<file path="config.mk">
export PLATFORM = sky130hd
export DESIGN_NAME = alu_exec_stage_flat
export DESIGN_NICKNAME = d
export VERILOG_FILES = /design/src/rtl/alu_pkg.sv /design/src/rtl/alu_exec_stage_if.sv /design/src/rtl/alu_core.sv /design/src/rtl/alu_exec_stage.sv /design/src/flat_wrapper.sv
export SDC_FILE = /design/constraint.sdc
export NUM_CORES = 1
export LEC_CHECK = 0
export BUFFER_PORTS_ARGS = -buffer_cell sky130_fd_sc_hd__buf_4
export CAP_MARGIN = 5
export CELL_PAD_IN_SITES_DETAIL_PLACEMENT = 1
export CELL_PAD_IN_SITES_GLOBAL_PLACEMENT = 1
export CORE_MARGIN = 2
export CORE_UTILIZATION = 38
export DETAILED_ROUTE_END_ITERATION = 7
export PLACE_DENSITY_LB_ADDON = 0.1
export SYNTH_ARGS = -nofsm -noshare
export SYNTH_HDL_FRONTEND = slang
export SYNTH_SLANG_ARGS = --single-unit
</file>
<file path="constraint.sdc">
create_clock -name clock -period 5.8 [get_ports clock]
set_input_delay 0.29 -clock clock [delete_from_list [all_inputs] [get_ports clock]]
set_output_delay 0.29 -clock clock [all_outputs]
set_load 0.01 [all_outputs]
</file>
<file path="src/rtl/alu_pkg.sv">
// Shared constants, buffer state encoding and entry payload for the ALU execute stage.
package alu_pkg;

  localparam int unsigned WIDTH  = 64;
  localparam int unsigned TAG_W  = 5;
  localparam int unsigned CTRL_W = 4;

  localparam logic [CTRL_W-1:0] ALU_AND = 4'b0000;
  localparam logic [CTRL_W-1:0] ALU_OR  = 4'b0001;
  localparam logic [CTRL_W-1:0] ALU_ADD = 4'b0010;
  localparam logic [CTRL_W-1:0] ALU_SUB = 4'b0110;

  typedef enum logic [1:0] {
    EMPTY = 2'd0,
    ONE   = 2'd1,
    FULL  = 2'd2
  } buf_state_e;

  typedef struct packed {
    logic [WIDTH-1:0] result;
    logic             zero;
    logic             illegal;
    logic [TAG_W-1:0] rd;
  } alu_entry_t;

endpackage

</file>
<file path="src/rtl/alu_exec_stage_if.sv">
// Upstream op channel and downstream result channel of the execute stage.
interface alu_exec_stage_if;
  import alu_pkg::*;

  logic              in_valid;
  logic              in_ready;
  logic [CTRL_W-1:0] in_alu_control;
  logic [WIDTH-1:0]  in_operand_a;
  logic [WIDTH-1:0]  in_operand_b;
  logic [TAG_W-1:0]  in_rd;

  logic              out_valid;
  logic              out_ready;
  logic [WIDTH-1:0]  out_result;
  logic              out_zero;
  logic              out_illegal;
  logic [TAG_W-1:0]  out_rd;

  // Stage view: consumes ops, produces results.
  modport slave (
    input  in_valid, in_alu_control, in_operand_a, in_operand_b, in_rd, out_ready,
    output in_ready, out_valid, out_result, out_zero, out_illegal, out_rd
  );

  // Environment view: issues ops, consumes results.
  modport master (
    output in_valid, in_alu_control, in_operand_a, in_operand_b, in_rd, out_ready,
    input  in_ready, out_valid, out_result, out_zero, out_illegal, out_rd
  );

endinterface

</file>
<file path="src/rtl/alu_core.sv">
// Combinational ALU: AND/OR/ADD/SUB with zero and unsupported-code flags.
module alu_core
  import alu_pkg::*;
(
  input  logic [CTRL_W-1:0] alu_control,
  input  logic [WIDTH-1:0]  operand_a,
  input  logic [WIDTH-1:0]  operand_b,
  output logic [WIDTH-1:0]  result_c,
  output logic              zero_c,
  output logic              illegal_c
);

  always_comb begin
    result_c  = '0;
    illegal_c = 1'b0;
    case (alu_control)
      ALU_AND: result_c = operand_a & operand_b;
      ALU_OR:  result_c = operand_a | operand_b;
      ALU_ADD: result_c = WIDTH'(operand_a + operand_b);
      ALU_SUB: result_c = WIDTH'(operand_a - operand_b);
      default: illegal_c = 1'b1;
    endcase
    zero_c = (result_c == '0);
  end

endmodule

</file>
<file path="src/rtl/alu_exec_stage.sv">
// Execute stage: ALU core feeding a 2-entry (output + skid) buffer with valid/ready on both sides.
module alu_exec_stage
  import alu_pkg::*;
(
  input  logic             clock,
  input  logic             reset,
  alu_exec_stage_if.slave  bus
);

  buf_state_e state_q, state_d;
  alu_entry_t out_q, out_d;
  alu_entry_t skid_q, skid_d;
  alu_entry_t new_entry;
  logic       accept;
  logic       pop;

  alu_core u_alu_core (
    .alu_control (bus.in_alu_control),
    .operand_a   (bus.in_operand_a),
    .operand_b   (bus.in_operand_b),
    .result_c    (new_entry.result),
    .zero_c      (new_entry.zero),
    .illegal_c   (new_entry.illegal)
  );
  assign new_entry.rd = bus.in_rd;

  // in_ready depends only on registered state, never on out_ready.
  assign bus.in_ready  = (state_q != FULL) && !reset;
  assign bus.out_valid = (state_q != EMPTY);
  assign bus.out_result  = out_q.result;
  assign bus.out_zero    = out_q.zero;
  assign bus.out_illegal = out_q.illegal;
  assign bus.out_rd      = out_q.rd;

  assign accept = bus.in_valid && bus.in_ready;
  assign pop    = bus.out_valid && bus.out_ready;

  always_comb begin
    state_d = state_q;
    out_d   = out_q;
    skid_d  = skid_q;
    case (state_q)
      EMPTY: begin
        if (accept) begin
          out_d   = new_entry;
          state_d = ONE;
        end
      end
      ONE: begin
        if (accept && pop) begin
          out_d = new_entry;
        end else if (accept) begin
          skid_d  = new_entry;
          state_d = FULL;
        end else if (pop) begin
          state_d = EMPTY;
        end
      end
      FULL: begin
        if (pop) begin
          out_d   = skid_q;
          state_d = ONE;
        end
      end
      default: state_d = EMPTY;
    endcase
  end

  always_ff @(posedge clock) begin
    if (reset) begin
      state_q <= EMPTY;
      out_q   <= '0;
      skid_q  <= '0;
    end else begin
      state_q <= state_d;
      out_q   <= out_d;
      skid_q  <= skid_d;
    end
  end

endmodule

</file>
<file path="src/flat_wrapper.sv">
// flat-port wrapper written by rule: the top's interface ports become plain ports
module alu_exec_stage_flat import alu_pkg::*;
  (clock, reset, bus_in_valid, bus_in_alu_control, bus_in_operand_a, bus_in_operand_b, bus_in_rd, bus_out_ready, bus_in_ready, bus_out_valid, bus_out_result, bus_out_zero, bus_out_illegal, bus_out_rd);
  alu_exec_stage_if bus_i ();
  input  logic clock;
  input  logic reset;
  input wire logic [$bits(bus_i.in_valid)-1:0] bus_in_valid;
  input wire logic [$bits(bus_i.in_alu_control)-1:0] bus_in_alu_control;
  input wire logic [$bits(bus_i.in_operand_a)-1:0] bus_in_operand_a;
  input wire logic [$bits(bus_i.in_operand_b)-1:0] bus_in_operand_b;
  input wire logic [$bits(bus_i.in_rd)-1:0] bus_in_rd;
  input wire logic [$bits(bus_i.out_ready)-1:0] bus_out_ready;
  output wire logic [$bits(bus_i.in_ready)-1:0] bus_in_ready;
  output wire logic [$bits(bus_i.out_valid)-1:0] bus_out_valid;
  output wire logic [$bits(bus_i.out_result)-1:0] bus_out_result;
  output wire logic [$bits(bus_i.out_zero)-1:0] bus_out_zero;
  output wire logic [$bits(bus_i.out_illegal)-1:0] bus_out_illegal;
  output wire logic [$bits(bus_i.out_rd)-1:0] bus_out_rd;
  assign bus_i.in_valid = bus_in_valid;
  assign bus_i.in_alu_control = bus_in_alu_control;
  assign bus_i.in_operand_a = bus_in_operand_a;
  assign bus_i.in_operand_b = bus_in_operand_b;
  assign bus_i.in_rd = bus_in_rd;
  assign bus_i.out_ready = bus_out_ready;
  assign bus_in_ready = bus_i.in_ready;
  assign bus_out_valid = bus_i.out_valid;
  assign bus_out_result = bus_i.out_result;
  assign bus_out_zero = bus_i.out_zero;
  assign bus_out_illegal = bus_i.out_illegal;
  assign bus_out_rd = bus_i.out_rd;
  alu_exec_stage u_core (.clock(clock), .reset(reset), .bus(bus_i));
endmodule
</file>
==> results.sh <==
export IMPL_initialDrtViolationCount=1137
export IMPL_synth_compound_area_share_pct=30.2
export IMPL_run_status="finished clean"
export IMPL_r2r_start="u_core.state_q[0]"
export IMPL_routedWlPerCell_um=22.7
export IMPL_synth_edf_count=0
export IMPL_reg2regPathDepth=6
export IMPL_synth_top_cell_by_area="dfxtp_1"
export IMPL_setup_tns_ns=0
export IMPL_synth_adder_area_share_pct=11.1
export IMPL_syn_num_nets=2061
export IMPL_min_from="bus_in_rd[4]"
export IMPL_synth_area_sq_mm=0.0132
export IMPL_p_per_area_mw_per_mm2=202
export IMPL_worstSetupStartpoint="bus_in_operand_b[3]"
export IMPL_fin_crit_sh_pct=96.4
export IMPL_fmax_mhz=179
export IMPL_ios=214
export IMPL_reg2reg_to="u_core.skid_q[59]"
export IMPL_critPathCaptureType="flip-flop"
export IMPL_synth_main_ff_cell="dfxtp_1"
export IMPL_place_ws_ns=-0.741
export IMPL_num_rows=68
export IMPL_yosys_area_share_simple_pct=25.1
export IMPL_die_width_um=190
export IMPL_ys_ff_latch=144
export IMPL_cts_hold_buffers=0
export IMPL_postSynth_asyncResetShare_pct=0
export IMPL_start_util_pct=38.4
export IMPL_crit_path_max_fanout=5
export IMPL_antenna_found_initial=3
export IMPL_maxSlewViolCount=0
export IMPL_worstPathArrival_ns=5.92
export IMPL_endpoint="u_core.bus.out_zero"
export IMPL_yosys_area_share_xor_xnor_pct=6.66
export IMPL_drcViolationCount=0
export IMPL_drive_above_1_share_pct=30.5
export IMPL_dp_hpwl_um=51000
export IMPL_critPathLaunchType="input port"
export IMPL_synth_top_family_by_area="compound AO/OA/AOI/OAI gates"
export IMPL_area_growth_synth_to_final_pct=41.9
export IMPL_clockBufferDepth=2
export IMPL_synthTopCellsByCount="nor2_1, a21oi_1, nand2_1"
export IMPL_cts_max_level=4
export IMPL_rsz0062_at_grt="true"
export IMPL_p_leak_nw=7.78
export IMPL_final_setup_viol_count=0
export IMPL_io_buffers=213
export IMPL_worst_pin_slew_ns=1.14
export IMPL_ys_top_cells_by_area="dfxtp_1, nor2_1, a21oi_1, ha_1, a211oi_1"
export IMPL_clock_skew_ns=0.0161
export IMPL_slew_headroom_pct=23.1
export IMPL_grt_max_degree=82
export IMPL_clockRootBuffer="clkbuf_16"
export IMPL_clk_pin_slew_worst_paths_ns=0.06
export IMPL_vias=16700
export IMPL_ys_seq_area_share_pct=21.9
export IMPL_dr_pass1_iters=5
export IMPL_vdd_drop_max_uv=223
export IMPL_cp_required_ns=6.13
export IMPL_setup_slack_ns=0.206
export IMPL_postRouteAntennaNets=0
export IMPL_cts_buffers=17
export IMPL_synth_most_common_cell="nor2_1"
export IMPL_final_area_sq_mm=0.0187
export IMPL_hold_violations=0
export IMPL_fp_dieArea_sq_mm=0.0361
export IMPL_placed_area_sq_mm=0.0178
export IMPL_routabilityCongestion=0.969
export IMPL_grt_usage_pct=34.5
export IMPL_yosysUniqueCellTypes=88
export IMPL_cts_tree="built"
export IMPL_wl_um=63900
export IMPL_final_cells=2819
export IMPL_routed_via_density=5.92
export IMPL_nets=2558
export IMPL_grt_pass1_wl_um=96400
export IMPL_cts_sinks=144
export IMPL_dp_cells=2778
export IMPL_synthMuxAreaShare_pct=0.542
export IMPL_reg2reg_setup_slack_ns=3.28
export IMPL_yosys_warnings=0
export IMPL_clock_latency_ns=0.42
export IMPL_drv_cap=0
export IMPL_hold_class="in2reg"
export IMPL_synth_top_cell_area_share_pct=21.9
export IMPL_synth_avg_cell_area_sq_um=7.10
export IMPL_gr_total_overflow=0
export IMPL_die_h_um=190
export IMPL_netlist_instances=1853
export IMPL_grt_pass1_vias=16700
export IMPL_fin_total_pwr_mw=3.78
export IMPL_worstSetupPathType="in2reg"
export IMPL_min_period_ns=5.59
export IMPL_coreArea_sq_mm=0.0343
critical path: stages:
cell and delay, ns:
buf_4 0.13, nor4_4 0.28, or4b_4 0.51, or3_4 0.38
nor2_4 0.12, and4bb_2 0.29, nand3_2 0.12, nor2b_2 0.14
inv_1 0.08, o21ai_2 0.14, xor2_1 0.09, ha_1 0.36
a21oi_2 0.09, buf_4 0.15, buf_4 0.13, o21ai_0 0.15
buf_4 0.16, nor2_1 0.04, a311o_1 0.42, or4_1 0.44
a21oi_2 0.13, o21ai_0 0.08, nand3_1 0.12, and4_1 0.24
nand4_1 0.14, or4_4 0.54, a211oi_2 0.17
stage by stage:
step                utilization (%)  hold slack (ns)
floorplan                         -            0.426
global placement               51.8            0.440
detailed placement             51.8            0.446
CTS                            53.8            0.120
global route                   54.4            0.156
finish                         54.4            0.129
how the worst min path moves through the flow:
stage                                            to  cells past startpoint  slack, ns
after floorplan                    u_core.skid_q[0]                      2       0.43
after global placement     u_core.bus.out_result[1]                      2       0.44
after detailed placement  u_core.bus.out_result[63]                      2       0.45
after CTS                          u_core.skid_q[4]                      3       0.12
after global routing               u_core.skid_q[2]                      3       0.16
final                              u_core.skid_q[4]                      3       0.13
per-layer routing:
| layer | vias up | GRT usage [%] | share of wire (%) |
|---|---|---|---|
| met5 | - | 0 | 0.020 |
| met4 | 2 | 14.1 | 4.3 |
| met3 | 119 | 4.26 | 5.8 |
| met2 | 526 | 57.6 | 47 |
| met1 | 8207 | 45.0 | 43 |
| li1 | 7831 | - | - |
power breakdown:
| part | leakage, nW | switching, mW | internal [mW] |
|---|---|---|---|
| clock network | 0.269 | 0.436 | 0.646 |
| registers | 1.17 | 0.0189 | 1.02 |
| logic | 6.34 | 0.927 | 0.731 |
| total | 7.78 | 1.38 | 2.40 |
cell usage in the layout, fill, tap and decap left out, types with 8 or more instances in the layout:
cell	synthesis	routed
a21oi_2	4	11
nand4_1	27	27
o31ai_1	17	13
nand2_1	163	162
a21o_1	17	17
nor2_1	326	321
o21a_1	12	12
nand3_1	30	29
or3_1	19	18
a21boi_0	8	8
o211ai_1	12	12
nor3_1	63	59
nor4_1	19	17
dfxtp_1	144	144
a221oi_1	12	10
xor2_1	54	54
a22oi_1	26	25
xnor2_1	46	46
inv_1	21	21
a311oi_1	10	10
clkbuf_16	0	17
a31oi_1	12	11
a21oi_1	199	191
ha_1	66	62
buf_4	1	601
o21ai_0	92	77
a211oi_1	109	106
nand2b_1	15	14
o21ai_1	12	23
maj3_1	59	59
sequential cells by signal, summed over array words and instances (netlist names):
name and cells:
u_core.bus.out_illegal 1, u_core.bus.out_rd 5, u_core.bus.out_result 64, u_core.bus.out_zero 1, u_core.skid_q 71, u_core.state_q 2
repair_timing:
item	4_1_cts	5_1_grt
gates resized for setup	20	49
setup buffers	5	3
pin swaps	11	21
endpoints found under the setup margin	3	12
kinds of logic (layout without fill, tap and decap cells):
kind of cell,count (synthesis),in the layout
other,0,1
xor gates and xnor gates,100,100
AOI/OAI and AO/OA,605,605
muxes,7,7
adders and majority gates,128,128
buffers and inverters,146,656
and+or+nand+nor,723,723
DFF,144,144
area by class of cell:
class	instances	area [sq um]
Fill cell	4409	15600
Inverter	21	78.8
Sequential cell	144	2880
Tap cell	455	569
Timing Repair Buffer	603	4550
Clock buffer	20	447
Antenna cell	1	2.50
Clock inverter	12	134
Multi-Input combinational cell	1563	10000
Note: power is estimated with default switching activity, not from simulation.
